[src/rtl/sr595_chain_ctrl.sv]
`default_nettype none
// ============================================================================
//  Module   : sr595_chain_ctrl
//  Purpose  : Drives a daisy chain of N_CHIPS 74LV595 shift/storage registers.
//             Accepts a parallel frame on a valid/ready handshake, shifts it
//             out MSB-first on SER/SRCLK at a divided rate, pulses RCLK to
//             latch it, and manages SRCLRn (cleared at init) and OEn.
//  Options  : `define SR595_READBACK_EN captures QH of the last chip while
//             shifting and presents the previous chain contents on rd_data.
//  Revision : 1.0 - initial release
// ============================================================================
module sr595_chain_ctrl #(
    parameter int N_CHIPS = 2,
    parameter int CLK_DIV = 2
) (
    input  logic                   clk,
    input  logic                   rst,
    input  logic                   in_valid,
    output logic                   in_ready,
    input  logic [8*N_CHIPS-1:0]   in_data,
    input  logic                   out_enable,
    output logic                   done,
    output logic                   sr_ser,
    output logic                   sr_srclk,
    output logic                   sr_rclk,
    output logic                   sr_srclrn,
    output logic                   sr_oen,
    input  logic                   sr_qh,
    output logic [8*N_CHIPS-1:0]   rd_data
);

    localparam int W  = 8 * N_CHIPS;
    localparam int PW = (CLK_DIV > 1) ? $clog2(CLK_DIV) : 1;
    localparam int BW = $clog2(W);
    localparam logic [PW-1:0] PH_LAST = PW'(CLK_DIV - 1);

    typedef enum logic [2:0] {
        S_INIT_LO    = 3'd0,
        S_INIT_HI    = 3'd1,
        S_INIT_LATCH = 3'd2,
        S_IDLE       = 3'd3,
        S_SHIFT_LO   = 3'd4,
        S_SHIFT_HI   = 3'd5,
        S_LATCH      = 3'd6
    } state_t;

    state_t          state_q, state_d;
    logic [PW-1:0]   phase_q, phase_d;
    logic [BW-1:0]   bit_q, bit_d;
    logic [W-1:0]    data_q, data_d;
    logic            init_done_q, init_done_d;
    logic            in_ready_q, in_ready_d;
    logic            done_q, done_d;
    logic            ser_q, ser_d;
    logic            srclk_q, srclk_d;
    logic            rclk_q, rclk_d;
    logic            srclrn_q, srclrn_d;
    logic            oen_q, oen_d;
    logic            phase_last;

    assign phase_last = (phase_q == PH_LAST);

    // State, sequencing and registered pin outputs
    always_ff @(posedge clk) begin
        if (rst) begin
            state_q     <= S_INIT_LO;
            phase_q     <= '0;
            bit_q       <= '0;
            data_q      <= '0;
            init_done_q <= 1'b0;
            in_ready_q  <= 1'b0;
            done_q      <= 1'b0;
            ser_q       <= 1'b0;
            srclk_q     <= 1'b0;
            rclk_q      <= 1'b0;
            srclrn_q    <= 1'b0;
            oen_q       <= 1'b1;
        end else begin
            state_q     <= state_d;
            phase_q     <= phase_d;
            bit_q       <= bit_d;
            data_q      <= data_d;
            init_done_q <= init_done_d;
            in_ready_q  <= in_ready_d;
            done_q      <= done_d;
            ser_q       <= ser_d;
            srclk_q     <= srclk_d;
            rclk_q      <= rclk_d;
            srclrn_q    <= srclrn_d;
            oen_q       <= oen_d;
        end
    end

    // Next-state logic; pin values are decoded from the next state so each
    // registered output lines up with the state it belongs to
    always_comb begin
        state_d     = state_q;
        phase_d     = phase_last ? '0 : phase_q + PW'(1);
        bit_d       = bit_q;
        data_d      = data_q;
        init_done_d = init_done_q;

        case (state_q)
            S_INIT_LO: begin
                if (phase_last) state_d = S_INIT_HI;
            end
            S_INIT_HI: begin
                if (phase_last) state_d = S_INIT_LATCH;
            end
            S_INIT_LATCH: begin
                if (phase_last) begin
                    state_d     = S_IDLE;
                    init_done_d = 1'b1;
                end
            end
            S_IDLE: begin
                phase_d = '0;
                if (in_valid && in_ready_q) begin
                    data_d  = in_data;
                    bit_d   = BW'(W - 1);
                    state_d = S_SHIFT_LO;
                end
            end
            S_SHIFT_LO: begin
                if (phase_last) state_d = S_SHIFT_HI;
            end
            S_SHIFT_HI: begin
                if (phase_last) begin
                    if (bit_q == '0) begin
                        state_d = S_LATCH;
                    end else begin
                        bit_d   = bit_q - BW'(1);
                        data_d  = {data_q[W-2:0], 1'b0};
                        state_d = S_SHIFT_LO;
                    end
                end
            end
            S_LATCH: begin
                if (phase_last) state_d = S_IDLE;
            end
            default: begin
                state_d = S_INIT_LO;
                phase_d = '0;
            end
        endcase

        in_ready_d = (state_d == S_IDLE);
        srclk_d    = (state_d == S_INIT_HI) || (state_d == S_SHIFT_HI);
        rclk_d     = (state_d == S_INIT_LATCH) || (state_d == S_LATCH);
        srclrn_d   = !((state_d == S_INIT_LO) || (state_d == S_INIT_HI));
        done_d     = (state_d == S_LATCH) && (phase_d == PH_LAST);
        // SER only moves when entering/within SHIFT_LO, so it is stable at every SRCLK rise
        ser_d      = (state_d == S_SHIFT_LO) ? data_d[W-1] : ser_q;
        oen_d      = init_done_d ? ~out_enable : 1'b1;
    end

    assign in_ready  = in_ready_q;
    assign done      = done_q;
    assign sr_ser    = ser_q;
    assign sr_srclk  = srclk_q;
    assign sr_rclk   = rclk_q;
    assign sr_srclrn = srclrn_q;
    assign sr_oen    = oen_q;

`ifdef SR595_READBACK_EN
    logic [W-1:0] cap_q, cap_d;
    logic [W-1:0] rd_q, rd_d;

    // QH is sampled just before each SRCLK rise; the first sample is the old MSB
    always_comb begin
        cap_d = cap_q;
        rd_d  = rd_q;
        if (state_q == S_SHIFT_LO && phase_last) cap_d = {cap_q[W-2:0], sr_qh};
        if (done_d) rd_d = cap_q;
    end

    // Capture and readback registers
    always_ff @(posedge clk) begin
        if (rst) begin
            cap_q <= '0;
            rd_q  <= '0;
        end else begin
            cap_q <= cap_d;
            rd_q  <= rd_d;
        end
    end

    assign rd_data = rd_q;
`else
    logic unused_qh;
    assign unused_qh = sr_qh;
    assign rd_data   = '0;
`endif

endmodule
`default_nettype wire

[config.mk]
export PLATFORM = sky130hd
export DESIGN_NAME = sr595_chain_ctrl
export DESIGN_NICKNAME = d
export VERILOG_FILES = /design/src/rtl/sr595_chain_ctrl.sv
export SDC_FILE = /design/constraint.sdc
export NUM_CORES = 1
export LEC_CHECK = 0
export ABC_AREA = 1
export CAP_MARGIN = 15
export CORE_ASPECT_RATIO = 0.9
export CORE_UTILIZATION = 42
export CTS_CLUSTER_DIAMETER = 80
export DETAILED_ROUTE_END_ITERATION = 6
export GPL_ROUTABILITY_DRIVEN = 1
export PLACE_DENSITY = 0.75
export SLEW_MARGIN = 20
export SYNTH_ARGS = -nofsm -noshare
export SYNTH_HDL_FRONTEND = slang
export SYNTH_SLANG_ARGS = --single-unit
export TNS_END_PERCENT = 100
[constraint.sdc]
create_clock -name clk -period 1.3 [get_ports clk]
set_clock_uncertainty 0.05 [all_clocks]
set_input_delay 0.26 -clock clk [delete_from_list [all_inputs] [get_ports clk]]
set_output_delay 0.26 -clock clk [all_outputs]
set_load 0.01 [all_outputs]
Word-level counts from Yosys, hierarchy flattened --
Cells that the tools add are included.
Cells by class: $mul 0, order comparisons 0, $add $sub $neg 2, reductions and logical operators 14, div/mod/pow operators 0, multiplexer cells 20, shift operators 0, eq/ne operators 15, bitwise logic cells 2
Operators by type and width (count):
- 16-bit two-way mux | 3
- 16-bit case mux with 2 select lines | 1
- 3-bit == test, second input constant | 6
- 3-bit two-way mux | 6
- 3-bit case mux with 6 select lines | 1
- 3-bit by 2-bit == test with 1-bit output, second input constant | 4
- 4-bit two-way mux | 3
- 4-bit case mux with 2 select lines | 1
- 3-bit by 1-bit == test with 1-bit output, second input constant | 2
- 3-bit zero test | 2
- 2-bit inequality test, second input constant | 3
- 6-bit OR reduction | 1
- 4-bit zero test | 1
- 1-bit two-way mux | 4
- 4-bit AND reduction | 1
- 2-bit OR reduction | 2
- 4-bit by 1-bit subtractor with 4-bit output, second input constant | 1
- 1-bit logical OR | 3
- 1-bit logical AND | 2
- 2-bit two-way mux | 1
- 1-bit inverter | 2
- 2-bit nonzero test | 1
- 1-bit adder, second input constant | 1
- 1-bit zero test | 1
Storage, ports and cells: bits of input ports 21, bits in writable memories 0, bits in latches 0, output and inout port bits 23, memories 0, bits in read-only memories 0, word-level logic and storage cells 66, flip-flop bits (word level) 32

Depth between registers and ports, before layout --
depth in word-level cells 7, mapped depth 11, depth with buffers taken out 10

Worst setup path before layout --
OpenSTA, ideal clock, no wires.
kind reg-to-reg, from register bit_q[0], to register data_q[5], arrival time 1.232 ns, data required time 1.176 ns, stages on the path, launching flop included 9, period minus slack after synthesis 1.357 ns, setup time 0.074 ns, buffers on the path 1, setup slack -0.057 ns, cells stage by stage dfxtp_1 > inv_1 > ha_1 > nand2_1 > nand2_1 > inv_1 > buf_2 > nand3_1 > a31oi_1
On the way: longest elaborated chain between the ends 3
RTL lines:
- start: declaration | line 49 | logic [BW-1:0] bit_q, bit_d;
- start signal: assignment | line 81 | bit_q <= bit_d;
- 4-bit zero test | line 129 | if (bit_q == '0) begin
- 2-bit inequality test (no line)
- 4-bit AND reduction (no line)
- end signal: assignment | line 82 | data_q <= data_d;
- end: declaration | line 50 | logic [W-1:0] data_q, data_d;
Every way passes these cells. A chain may end at the register's enable or synchronous reset.

Final worst setup path --
from register bit_q[1], to register bit_q[0]
On the way: longest elaborated chain between the ends 3
RTL lines (line):
- 4-bit zero test | 129
- 2-bit inequality test (no line)
- 4-bit AND reduction (no line)
Every way passes these cells.

==> impl_summary.md <==
Status
The run finished, with violations left. The checks that failed: negative setup slack.

Worst setup path
The required time of the worst setup path is 1.47 ns. Along the worst path, the maximum fanout reaches 5. Across all register-to-register paths, the minimum setup slack is -0.13 ns. By startpoint and endpoint, the worst setup path is classified as register to register. The critical path data arrival time is 1.60 ns. The launching element type of the critical path is a register. STA classifies the critical path endpoint as a register.

Detailed routing
Dividing the detail-routed wire length by the instance count gives 11.5 µm. The via count is 1448. After the first detailed-routing iteration, the DRC count stood at 53. For this run, design rule violations remaining after detail routing come to 0. The iteration count of the initial detailed-routing pass is 4. The count of nets left with antenna violations once routing finished came out at 0. The detailed-route vias per instance is 4.72.

Wires add up to 3530 µm.

Synth
Counting flops and latches in the post-synthesis netlist gives 32. Synthesis handed over a netlist of 206 instances. A synthesized cell averages 7.32 µm².

The post-synthesis cell area is 0.00151 mm². The number of different library cells in the post-synthesis netlist is 27. The share of the yosys chip area belonging to registers is 0.425. During synthesis, Yosys emitted a total of 0 warnings.

GRT
Entering global routing, the biggest net connects 13 pins. In the global route stage, overall resource usage came out at 0.191. The initial antenna violation count is 0. The via count of the first global-routing pass is 1199. The first global-routing pass estimated 5440 µm of wire.

The total congestion overflow after global routing is 0.

Timing
Of the available clock period, the critical path in the final layout requires 1.10. Based on the critical path, the design can be clocked at up to 699 MHz. The worst hold-check slack is 0.398 ns. Setup repair after global routing could not meet its margin everywhere. Across all setup checks in the final design, the least slack found is -0.131 ns. Setup violations remaining at the end of the flow were counted as 20. The accumulated negative setup slack is -0.990 ns. Counting I/O delays and the setup requirement, the final critical path takes 1.43 ns. The final count of hold timing violations was 0.

The final-report max-slew violation count is 0.

Cells and area
In the final design database the tool counted 284 nets. 0 antenna diodes ended up in the layout. From synthesis to final layout, the design area changed by 43.6%. In the final layout, the share of cells above drive strength 1 is 0.293. The count of cells in the finished layout, fillers not included, comes to 307.

Clock network
The source-to-sink clock delay at the later pin of the worst-skew pair is 0.29 ns. For this design, the sink count on the clock tree is 32. The CTS H-tree depth is 2. The number of buffers added by the clock tree synthesis step is 5. The CTS clock-pin slew for the worst setup and hold paths is 0.07 ns. The number of buffers on the longest clock path is 2. In this run, post-CTS hold repair placed 0 buffers. The buffer type at the clock tree root is sky130_fd_sc_hd__clkbuf_8. The clock tree from TritonCTS is built.

Run
The number of violations of the max-capacitance limit is 0.

Die
The floorplan step set the die height to 58.9 µm. In this run the standard cell core region covers 0.00340 mm². During I/O placement, the number of pins put on the boundary was 44.

The floorplan step set the die width to 65.2 µm. The count of standard-cell rows is 20. The starting utilization of the core area is 0.443. The die covers 0.00384 mm².

Placed design
In this run the tool buffered the top-level ports with 26 buffer cells. The total placed cells including tap cells is 291. Routability-driven placement finished with a final weighted congestion of 0.826. Summed over all nets, the half-perimeter wirelength after detailed placement is 2210 µm.

Pwr
The worst ir drop on vdd is 0.780 mV. The power per unit of standard cell area is 936 mW/mm². Summed over all cells, the static leakage comes to 0.931 nW.

The overall power after layout is 0.00203 W.

Hold path
The worst hold path belongs to the class primary input to register.
==> where the power goes <==
part / switching (W) / internal, W / leakage, nW
sequential: 0.0000206 / 0.00100 / 0.261
clock: 0.000391 / 0.000372 / 0.0479
combinational: 0.000123 / 0.000119 / 0.622
total: 0.000535 / 0.00149 / 0.931
==> final cells by class <==
type | instances | area (µm²)
Sequential cell | 32 | 649
Clock inverter | 3 | 18.8
Multi-Input combinational cell | 148 | 790
Clock buffer | 5 | 68.8
Inverter | 17 | 66.3
Tap cell | 44 | 55.1
Timing Repair Buffer | 58 | 519
Fill cell | 289 | 1240
==> repair_timing <==
item                                    CTS  global route
pin swaps                                 4             9
endpoints found under the setup margin   31            27
buffers inserted                          2             5
cloned                                    1             0
gates resized for setup                  20            25
==> synth_stat cells (all sizes together) <==
cell type | number | share of area
nand2 | 63 | 0.16
dfxtp | 32 | 0.42
buf | 21 | 0.10
nand3 | 21 | 0.073
nor2 | 19 | 0.065
inv | 17 | 0.042
a31oi | 14 | 0.058
a21oi | 6 | 0.020
clkbuf | 3 | 0.0075
a211oi | 1 | 0.0050
conb | 1 | 0.0025
ha | 1 | 0.0083
nand4 | 1 | 0.0041
nor3 | 1 | 0.0033
nor4 | 1 | 0.0041
o21a | 1 | 0.0050
o22ai | 1 | 0.0041
or2 | 1 | 0.0041
xnor2 | 1 | 0.0058
==> metal layers <==
| layer | vias up | routed length [µm] | global-route usage |
|---|---|---|---|
| met5 | - | 0 | 0 |
| met4 | 0 | 145 | 0.130 |
| met3 | 16 | 162 | 0.0523 |
| met2 | 45 | 1690 | 0.272 |
| met1 | 647 | 1540 | 0.251 |
| li1 | 740 | - | - |
==> kinds of logic after synthesis <==
family,Yosys count,synth area share
AND/OR/NAND/NOR,107,0.313
other,1,0.00249
flip-flops,32,0.425
adder cells (fa/ha/maj),1,0.00829
XOR/XNOR,1,0.00581
AO/OA/AOI/OAI,23,0.0920
buffers and inverters,41,0.153
==> through the flow <==
stage                util  setup slack (ns)  area, µm²
floorplan               -           0.00220       1570
global placement    0.561            -0.285       1910
detailed placement  0.561            -0.320       1910
CTS                 0.603           -0.0525       2050
global route        0.637            -0.202       2170
finish              0.637            -0.131       2170
==> state kept, by name, summed over array words and instances (netlist names) <==
name and flops:
data_q 16, bit_q 4, state_q 3, done 1, in_ready 1, init_done_q 1, phase_last 1, sr_oen 1
sr_rclk 1, sr_ser 1, sr_srclk 1, sr_srclrn 1
==> critical path, stage by stage (launching register included) <==
cell and delay, ns:
sky130_fd_sc_hd__dfxtp_2 0.34, sky130_fd_sc_hd__inv_2 0.05, sky130_fd_sc_hd__ha_4 0.17, sky130_fd_sc_hd__nand2_2 0.06, sky130_fd_sc_hd__nor2_2 0.04, sky130_fd_sc_hd__nand2_2 0.09, sky130_fd_sc_hd__nand3_4 0.12, sky130_fd_sc_hd__buf_6 0.16
sky130_fd_sc_hd__buf_4 0.13, sky130_fd_sc_hd__a211oi_2 0.16
==> worst paths after layout <==
| kind | startpoint | to | cells after the start |
|---|---|---|---|
| worst max-delay path | bit_q[1] | bit_q[0] | 9 |
| worst min-delay path | out_enable | sr_oen | 2 |
| worst min register to register | data_q[0] | data_q[0] | 2 |
| worst max register to register | bit_q[1] | bit_q[0] | 9 |
==> placed cells by master (no fill, tap or decap), types with 2 or more instances in the layout <==
cell type	Yosys	routed
sky130_fd_sc_hd__a21oi_2	0	3
sky130_fd_sc_hd__conb_1	1	16
sky130_fd_sc_hd__inv_1	16	10
sky130_fd_sc_hd__clkinv_2	0	2
sky130_fd_sc_hd__nand3_1	20	17
sky130_fd_sc_hd__buf_6	1	4
sky130_fd_sc_hd__dfxtp_1	32	27
sky130_fd_sc_hd__nand2_2	2	7
sky130_fd_sc_hd__a31oi_1	14	14
sky130_fd_sc_hd__nor2_1	16	15
sky130_fd_sc_hd__buf_4	18	27
sky130_fd_sc_hd__dfxtp_2	0	4
sky130_fd_sc_hd__dlygate4sd2_1	0	7
sky130_fd_sc_hd__a21oi_1	6	2
sky130_fd_sc_hd__clkdlybuf4s50_1	0	19
sky130_fd_sc_hd__nor2_2	1	2
sky130_fd_sc_hd__nand2_1	61	55
sky130_fd_sc_hd__nand3_2	1	3
sky130_fd_sc_hd__inv_2	1	6
sky130_fd_sc_hd__clkbuf_8	0	5
(Power assumes the default switching activity.)
